**config.mk**
```make
export PLATFORM = sky130hd
export DESIGN_NAME = program_loader
export DESIGN_NICKNAME = d
export VERILOG_FILES = /design/src/rtl/sap_pkg.sv /design/src/rtl/program_loader.sv
export SDC_FILE = /design/constraint.sdc
export NUM_CORES = 1
export LEC_CHECK = 0
export ABC_AREA = 1
export BUFFER_PORTS_ARGS = -buffer_cell sky130_fd_sc_hd__buf_2
export CAP_MARGIN = 5
export CORE_MARGIN = 1
export CORE_UTILIZATION = 45
export DETAILED_ROUTE_END_ITERATION = 8
export HOLD_SLACK_MARGIN = 0.15
export PLACE_DENSITY = 0.73
export SYNTH_ARGS = -nofsm -noshare
export SYNTH_HDL_FRONTEND = slang
export SYNTH_SLANG_ARGS = --single-unit
```
**constraint.sdc**
```tcl
create_clock -name clk -period 1.5 [get_ports clk]
set_input_delay 0 -clock clk [delete_from_list [all_inputs] [get_ports clk]]
set_output_delay 0 -clock clk [all_outputs]
set_load 0.02 [all_outputs]
```
**src/rtl/sap_pkg.sv**
```systemverilog
// Shared SAP definitions: loader state encoding and program RAM geometry.
package sap_pkg;

    localparam int DEF_ADDR_W = 4;
    localparam int DEF_DATA_W = 8;
    localparam int RAM_DEPTH  = 16;

    typedef enum logic [1:0] {
        ST_IDLE  = 2'd0,
        ST_LOAD  = 2'd1,
        ST_WRITE = 2'd2,
        ST_DONE  = 2'd3
    } load_state_t;

endpackage

```
**src/rtl/program_loader.sv**
```systemverilog
// Streams host bytes into the SAP program RAM, one write every two cycles,
// holding the CPU in clear while a load is in progress.
module program_loader
    import sap_pkg::*;
#(
    parameter int ADDR_W = DEF_ADDR_W,
    parameter int DATA_W = DEF_DATA_W
) (
    input  logic              clk,
    input  logic              clr_n,
    input  logic              start,
    input  logic              end_load,
    input  logic [DATA_W-1:0] data_in,
    input  logic              data_valid,
    output logic              data_ready,
    output logic              ram_we,
    output logic [ADDR_W-1:0] ram_addr,
    output logic [DATA_W-1:0] ram_wdata,
    output logic              cpu_clr_n,
    output logic              busy,
    output logic              done,
    output logic [ADDR_W:0]   byte_count,
    output logic [DATA_W-1:0] checksum
);

    localparam logic [ADDR_W:0] LAST_IDX = (ADDR_W + 1)'(RAM_DEPTH - 1);

    load_state_t state;
    load_state_t next_state;
    logic        end_pending;
    logic        hold_cpu;
    logic        last_write;

    // A write is the last one if the host asked to stop with it or the RAM is full.
    assign last_write = end_pending || (byte_count == LAST_IDX);

    always_ff @(posedge clk) begin
        if (!clr_n) begin
            state <= ST_IDLE;
        end else begin
            state <= next_state;
        end
    end

    always_comb begin
        next_state = state;
        case (state)
            ST_IDLE, ST_DONE: begin
                if (start) begin
                    next_state = ST_LOAD;
                end
            end
            ST_LOAD: begin
                if (data_valid) begin
                    next_state = ST_WRITE;
                end else if (end_load) begin
                    next_state = ST_DONE;
                end
            end
            ST_WRITE: begin
                next_state = last_write ? ST_DONE : ST_LOAD;
            end
            default: next_state = ST_IDLE;
        endcase
    end

    always_comb begin
        data_ready = 1'b0;
        ram_we     = 1'b0;
        busy       = 1'b0;
        done       = 1'b0;
        case (state)
            ST_LOAD: begin
                data_ready = 1'b1;
                busy       = 1'b1;
            end
            ST_WRITE: begin
                ram_we = 1'b1;
                busy   = 1'b1;
            end
            ST_DONE: done = 1'b1;
            default: ;
        endcase
    end

    // The CPU stays cleared through the reset edge itself, then follows busy.
    always_ff @(posedge clk) begin
        hold_cpu <= !clr_n;
    end

    assign cpu_clr_n = !(hold_cpu || busy);

    always_ff @(posedge clk) begin
        if (!clr_n) begin
            ram_addr    <= '0;
            ram_wdata   <= '0;
            byte_count  <= '0;
            checksum    <= '0;
            end_pending <= 1'b0;
        end else begin
            case (state)
                ST_IDLE, ST_DONE: begin
                    if (start) begin
                        ram_addr    <= '0;
                        byte_count  <= '0;
                        checksum    <= '0;
                        end_pending <= 1'b0;
                    end
                end
                ST_LOAD: begin
                    if (data_valid) begin
                        ram_wdata   <= data_in;
                        end_pending <= end_load;
                    end
                end
                ST_WRITE: begin
                    checksum   <= checksum + ram_wdata;
                    byte_count <= byte_count + (ADDR_W + 1)'(1);
                    if (!last_write) begin
                        ram_addr <= ram_addr + ADDR_W'(1);
                    end
                end
                default: ;
            endcase
        end
    end

endmodule

```
# After elaboration in Yosys (flattened, before gate mapping)
# Cells that the tools add are included.
[op_classes]
addsub = 3
shifts = 0
n_bitwise = 0
mux = 19
n_lt_le_gt_ge = 0
n_mul = 0
eq_ne = 8
n_reduce_logical = 14
n_div = 0
[ops]
columns = ["op", "count"]
rows = [
  ["8-bit one-hot mux with 2 select lines", 1],
  ["5-bit one-hot mux with 2 select lines", 1],
  ["8-bit adder", 1],
  ["2-bit two-way mux", 4],
  ["4-bit two-way mux", 2],
  ["8-bit two-way mux", 1],
  ["4-bit one-hot mux with 2 select lines", 1],
  ["1-bit two-way mux", 6],
  ["2-bit inequality test, second input constant", 3],
  ["2-bit one-hot mux with 3 select lines", 1],
  ["2-bit AND reduction", 3],
  ["3-bit AND reduction", 2],
  ["5-bit by 1-bit adder with 5-bit output, second input constant", 1],
  ["5-bit by 4-bit == test with 1-bit output, second input constant", 1],
  ["5-bit two-way mux", 1],
  ["4-bit by 1-bit adder with 4-bit output, second input constant", 1],
  ["2-bit == test, second input constant", 2],
  ["2-bit nonzero test", 2],
  ["2-bit OR reduction", 2],
  ["3-bit inequality test, second input constant", 1],
  ["2-bit by 1-bit == test with 1-bit output, second input constant", 1],
  ["1-bit logical NOT", 2],
  ["2-bit logical NOT", 1],
  ["1-bit logical OR", 2],
  ["1-bit one-hot mux with 2 select lines", 1],
]
[totals]
ram_bits = 0
latchBits = 0
in_bits = 13
romBits = 0
out_inout_bits = 30
mem_count = 0
ff_bits = 29
wordCells = 51

# Logic depth before layout (Yosys ltp)
[logic_depth]
depth_word = 5
depth_mapped = 10
depth_no_buf = 10

# Worst setup path before layout
# No wires, ideal clock.
[synth_timing]
path_type = "reg2reg"
startpoint = "register state[0]"
endpoint = "register byte_count[2]"
required_time_ns = 1.368
path_stages_with_launch = 9
setup_slack_ns = -0.137
t_arrival_ns = 1.505
n_path_buf = 0
setup_time_ns = 0.132
cell_sequence = "dfxtp_1 -> inv_1 -> ha_1 -> inv_2 -> nor2_2 -> nor2_4 -> inv_1 -> o21ai_0 -> nor3_1"
[synth_between]
elab_chain_cells = 4
[synth_lines]
columns = ["element", "line_no", "source"]
rows = [
  ["start: declaration", "program_loader.sv:28", "load_state_t state;"],
  ["start signal: assignment", "program_loader.sv:41", "state <= next_state;"],
  ["2-bit == test or 2-bit logical NOT (tied branches)", "program_loader.sv:101", "case (state)"],
  ["2-bit OR reduction", "program_loader.sv:101", ""],
  ["2-bit inequality test (no line) or 2-bit nonzero test (tied branches)", "--", ""],
  ["2-bit AND reduction (no line)", "--", ""],
  ["end signal: assignment", "program_loader.sv:118", "byte_count <= byte_count + (ADDR_W + 1)'(1);"],
  ["end: declaration", "program_loader.sv:22", "output logic [ADDR_W:0] byte_count,"],
]
# Parallel ways exist; a longest one is shown, timed or not.
# A chain may end at the register's enable or synchronous reset.

# Worst setup path in the final report
[layout_timing]
startpoint = "register byte_count[0]"
endpoint = "register ram_addr[3]"
[layout_between]
elab_chain_cells = 4
[layout_lines]
columns = ["element", "line_no", "source"]
rows = [
  ["5-bit by 4-bit == test with 1-bit output", "program_loader.sv:35", "assign last_write = end_pending || (byte_count == LAST_IDX);"],
  ["1-bit logical OR", "program_loader.sv:35", ""],
  ["2-bit inequality test (no line)", "--", ""],
  ["3-bit AND reduction (no line)", "--", ""],
  ["end signal: assignment", "program_loader.sv:120", "ram_addr <= ram_addr + ADDR_W'(1);"],
  ["end: declaration", "program_loader.sv:17", "output logic [ADDR_W-1:0] ram_addr,"],
]
# Every way passes these cells.

==> results.toml <==
[synth]
synth.distinct_cells = 25
ys_warn_count = 0
syn_nets = 238
synth-seq-area-share_pct = 38.6
ys_ff_latch = 29
synth_compound_area_share_pct = 13.5
synth_flop_cell = "dfxtp_1"
synth_simple_gate_area_share_pct = 27.8
netlist_area_um2 = 1500
synth_common_cells = "nand2_1, dfxtp_1, nor2_1, inv_1, a21oi_1"
synthXorXnorAreaFrac_pct = 0.582
synth_top_family_by_area = "simple AND/OR/NAND/NOR gates"
ys_top_cells_by_area = "dfxtp_1, nand2_1, ha_1, a21oi_1, nor2_1"
synth_top_area_cell = "dfxtp_1"
syn_avg_cell_area_um2 = 7.13
yosysMostFrequentCell = "nand2_1"
synth_edf_count = 0
synth_top_cell_area_share_pct = 38.6
async_flop_share_pct = 0
synthMuxAreaShare_pct = 0
synthAdderAreaFrac_pct = 12.1
synthCells = 211

[floorplan]
rows = 20
die_w_um = 59.8
die_h_um = 59.8
dieArea_um2 = 3580
initial_core_util_pct = 48.5
coreArea_um2 = 3100
ios = 43

[timing]
worst_pin_slew_ns = 0.545
finalSetupViolations = 1
hold_violations = 0
relSlewSlack_pct = 63.6
rsz0062_at_grt = "true"
fin_crit_ns = 1.52
maxSlewViolCount = 0
final.period_utilization_pct = 101
skew_ns = 0.00875
clock.fmax_mhz = 658
setup_ws_ns = -0.0206

[finish]
areaGrowthSynthToFinish_pct = 50.0
layout-drive-gt1-share_pct = 38.1
fin_util_pct = 72.7
final_net_count = 316
antennaDiodeCount = 0

[run_status]
status = "finished with violations"
violations = "negative setup slack"

[clocking]
cts_buffer_depth = 2
cts_tree = "done"
clk_latency_ns = 0.33
htreeDepth = 2
path_clk_slew_ns = 0.09
cts_sinks = 29
cts_buffers = 5
root_buffer = "clkbuf_4"

[setup_path]
cp-end-kind = "flip-flop"
required_ns = 1.77
ff2ff_setup_slack_ns = -0.02
setup.worst_path.start_class = "flip-flop"
critPathMaxFanout = 4
r2r-end = "ram_addr[3]"
worstSetupPathType = "flip-flop to flip-flop"
r2r_cells = 10
critical_path_arrival_ns = 1.79
rr_startpoint = "byte_count[0]"

[placed_design]
port_buffers = 42
post-place-ws_ns = -0.0533
place.gp.congestion = 0.813
hpwl_mm = 2.54

[worst_hold_path]
min_from = "data_in[5]"
hold_class = "input pin to flip-flop"
hold_end = "ram_wdata[5]"
holdPathStages = 4

[route]
vias_per_cell = 4.88
routed_wl_mm = 3.99
ant_nets = 0
firstDrtPassIters = 4
vias = 1625
drtIter0Drc = 41
drc = 0
wl_per_cell_um = 12.0

[global_route]
overflow = 0
use_met1_pct = 28.7
antenna_found_initial = 0
globalRoute.busiestLayer = "met2"
grt_usage_pct = 23.3
grt_pass1_wl_mm = 6.15
gr-usage-met3_pct = 5.84
grtUsageMet2_pct = 37.6
grt_pass1_vias = 1446
grt_max_degree = 16

[flow_run]
drv_cap = 0

[power_and_ir_drop]
vdd_drop_max_mv = 0.641
power_density_nw_per_um2 = 1410
p_leak_uw = 0.00107
per-layer routing:
layer  vias up  share of wire [%]
li1        835                  -
met1       742                 45
met2        38                 48
met3        10                4.5
met4         0                1.7
met5         -                  0
critical path, stage by stage, from the launching register on:
cell and delay [ns]:
dfxtp_4 0.37, ha_4 0.17, inv_4 0.06, nor3_4 0.03, ha_2 0.18, o21ai_4 0.14, nand2_2 0.09, inv_4 0.08
nand2_2 0.05, or2_0 0.19, a21oi_1 0.11
stage by stage:
stage	instance area [µm²]	total power, µW	std cells	hold WS (ns)	setup TNS (ns)
after floorplan	1550	1900	211	0.165	0
after global placement	1910	2400	308	0.247	-0.0481
after detailed placement	1910	2410	308	0.255	-0.0649
after CTS	2100	2950	327	0.431	-0.0301
after global routing	2260	3400	333	0.463	-0.336
final	2260	3170	333	0.448	-0.0206
power by group:
group,switching [µW],internal (µW),total [µW],leakage (µW)
Clock,271,221,492,0.0000314
Combinational,983,730,1710,0.000801
Sequential,92.2,875,967,0.000239
layout by cell type (no fill, tap or decap), types with 2 or more instances in the layout:
master,synthesis,final
dfxtp_2,0,5
nor2_1,27,26
nand3_2,0,3
dlygate4sd3_1,0,12
ha_1,13,7
nand2_2,2,5
a21oi_1,22,20
nor3_2,0,2
nor2_2,2,2
buf_2,1,42
or2_2,2,2
ha_4,0,5
buf_4,0,18
dfxtp_4,0,2
inv_2,1,3
a21oi_2,0,2
nand2_1,47,44
buf_6,0,2
inv_4,0,2
o21ai_0,13,12
nor2_4,1,2
dfxtp_1,29,22
inv_1,23,19
clkbuf_4,0,5
nand3_1,13,10
cells by family (layout without fill, tap and decap cells):
| group | Yosys count | count (layout) |
|---|---|---|
| AO/OA/AOI/OAI | 39 | 39 |
| XOR/XNOR | 1 | 1 |
| adder cells (fa/ha/maj) | 14 | 14 |
| buffers and inverters | 29 | 107 |
| flip-flops | 29 | 29 |
| AND/OR/NAND/NOR | 99 | 99 |
state kept, by name, indices dropped and copies added (netlist names):
signal and flops:
state 2, ram_wdata 8, hold_cpu 1, checksum 8
end_pending 1, byte_count 5, ram_addr 4
how the worst max path moves through the flow:
| stage | startpoint | end | cells after the start |
|---|---|---|---|
| finish | byte_count[0] | ram_addr[3] | 10 |
| global route | byte_count[0] | ram_addr[3] | 10 |
| CTS | byte_count[0] | ram_addr[3] | 10 |
| detailed placement | byte_count[0] | ram_addr[3] | 10 |
| global placement | byte_count[0] | ram_addr[3] | 10 |
| floorplan | byte_count[0] | ram_addr[3] | 10 |
area by class of cell:
class	instances	area, µm²
multi-input combinational	153	956
fill	268	847
sequential	29	594
timing repair buffer	74	488
inverter	26	108
clock buffer	7	55.1
tap	44	55.1
what timing repair did:
item	4_1_cts	5_1_grt
hold buffers	12	0
buffers inserted	0	5
pin swaps	1	8
hold endpoints to repair	12	0
resized for setup	3	29
setup endpoints to repair	3	29
cloned	0	1
No activity file was read; power rests on OpenSTA's default activity.
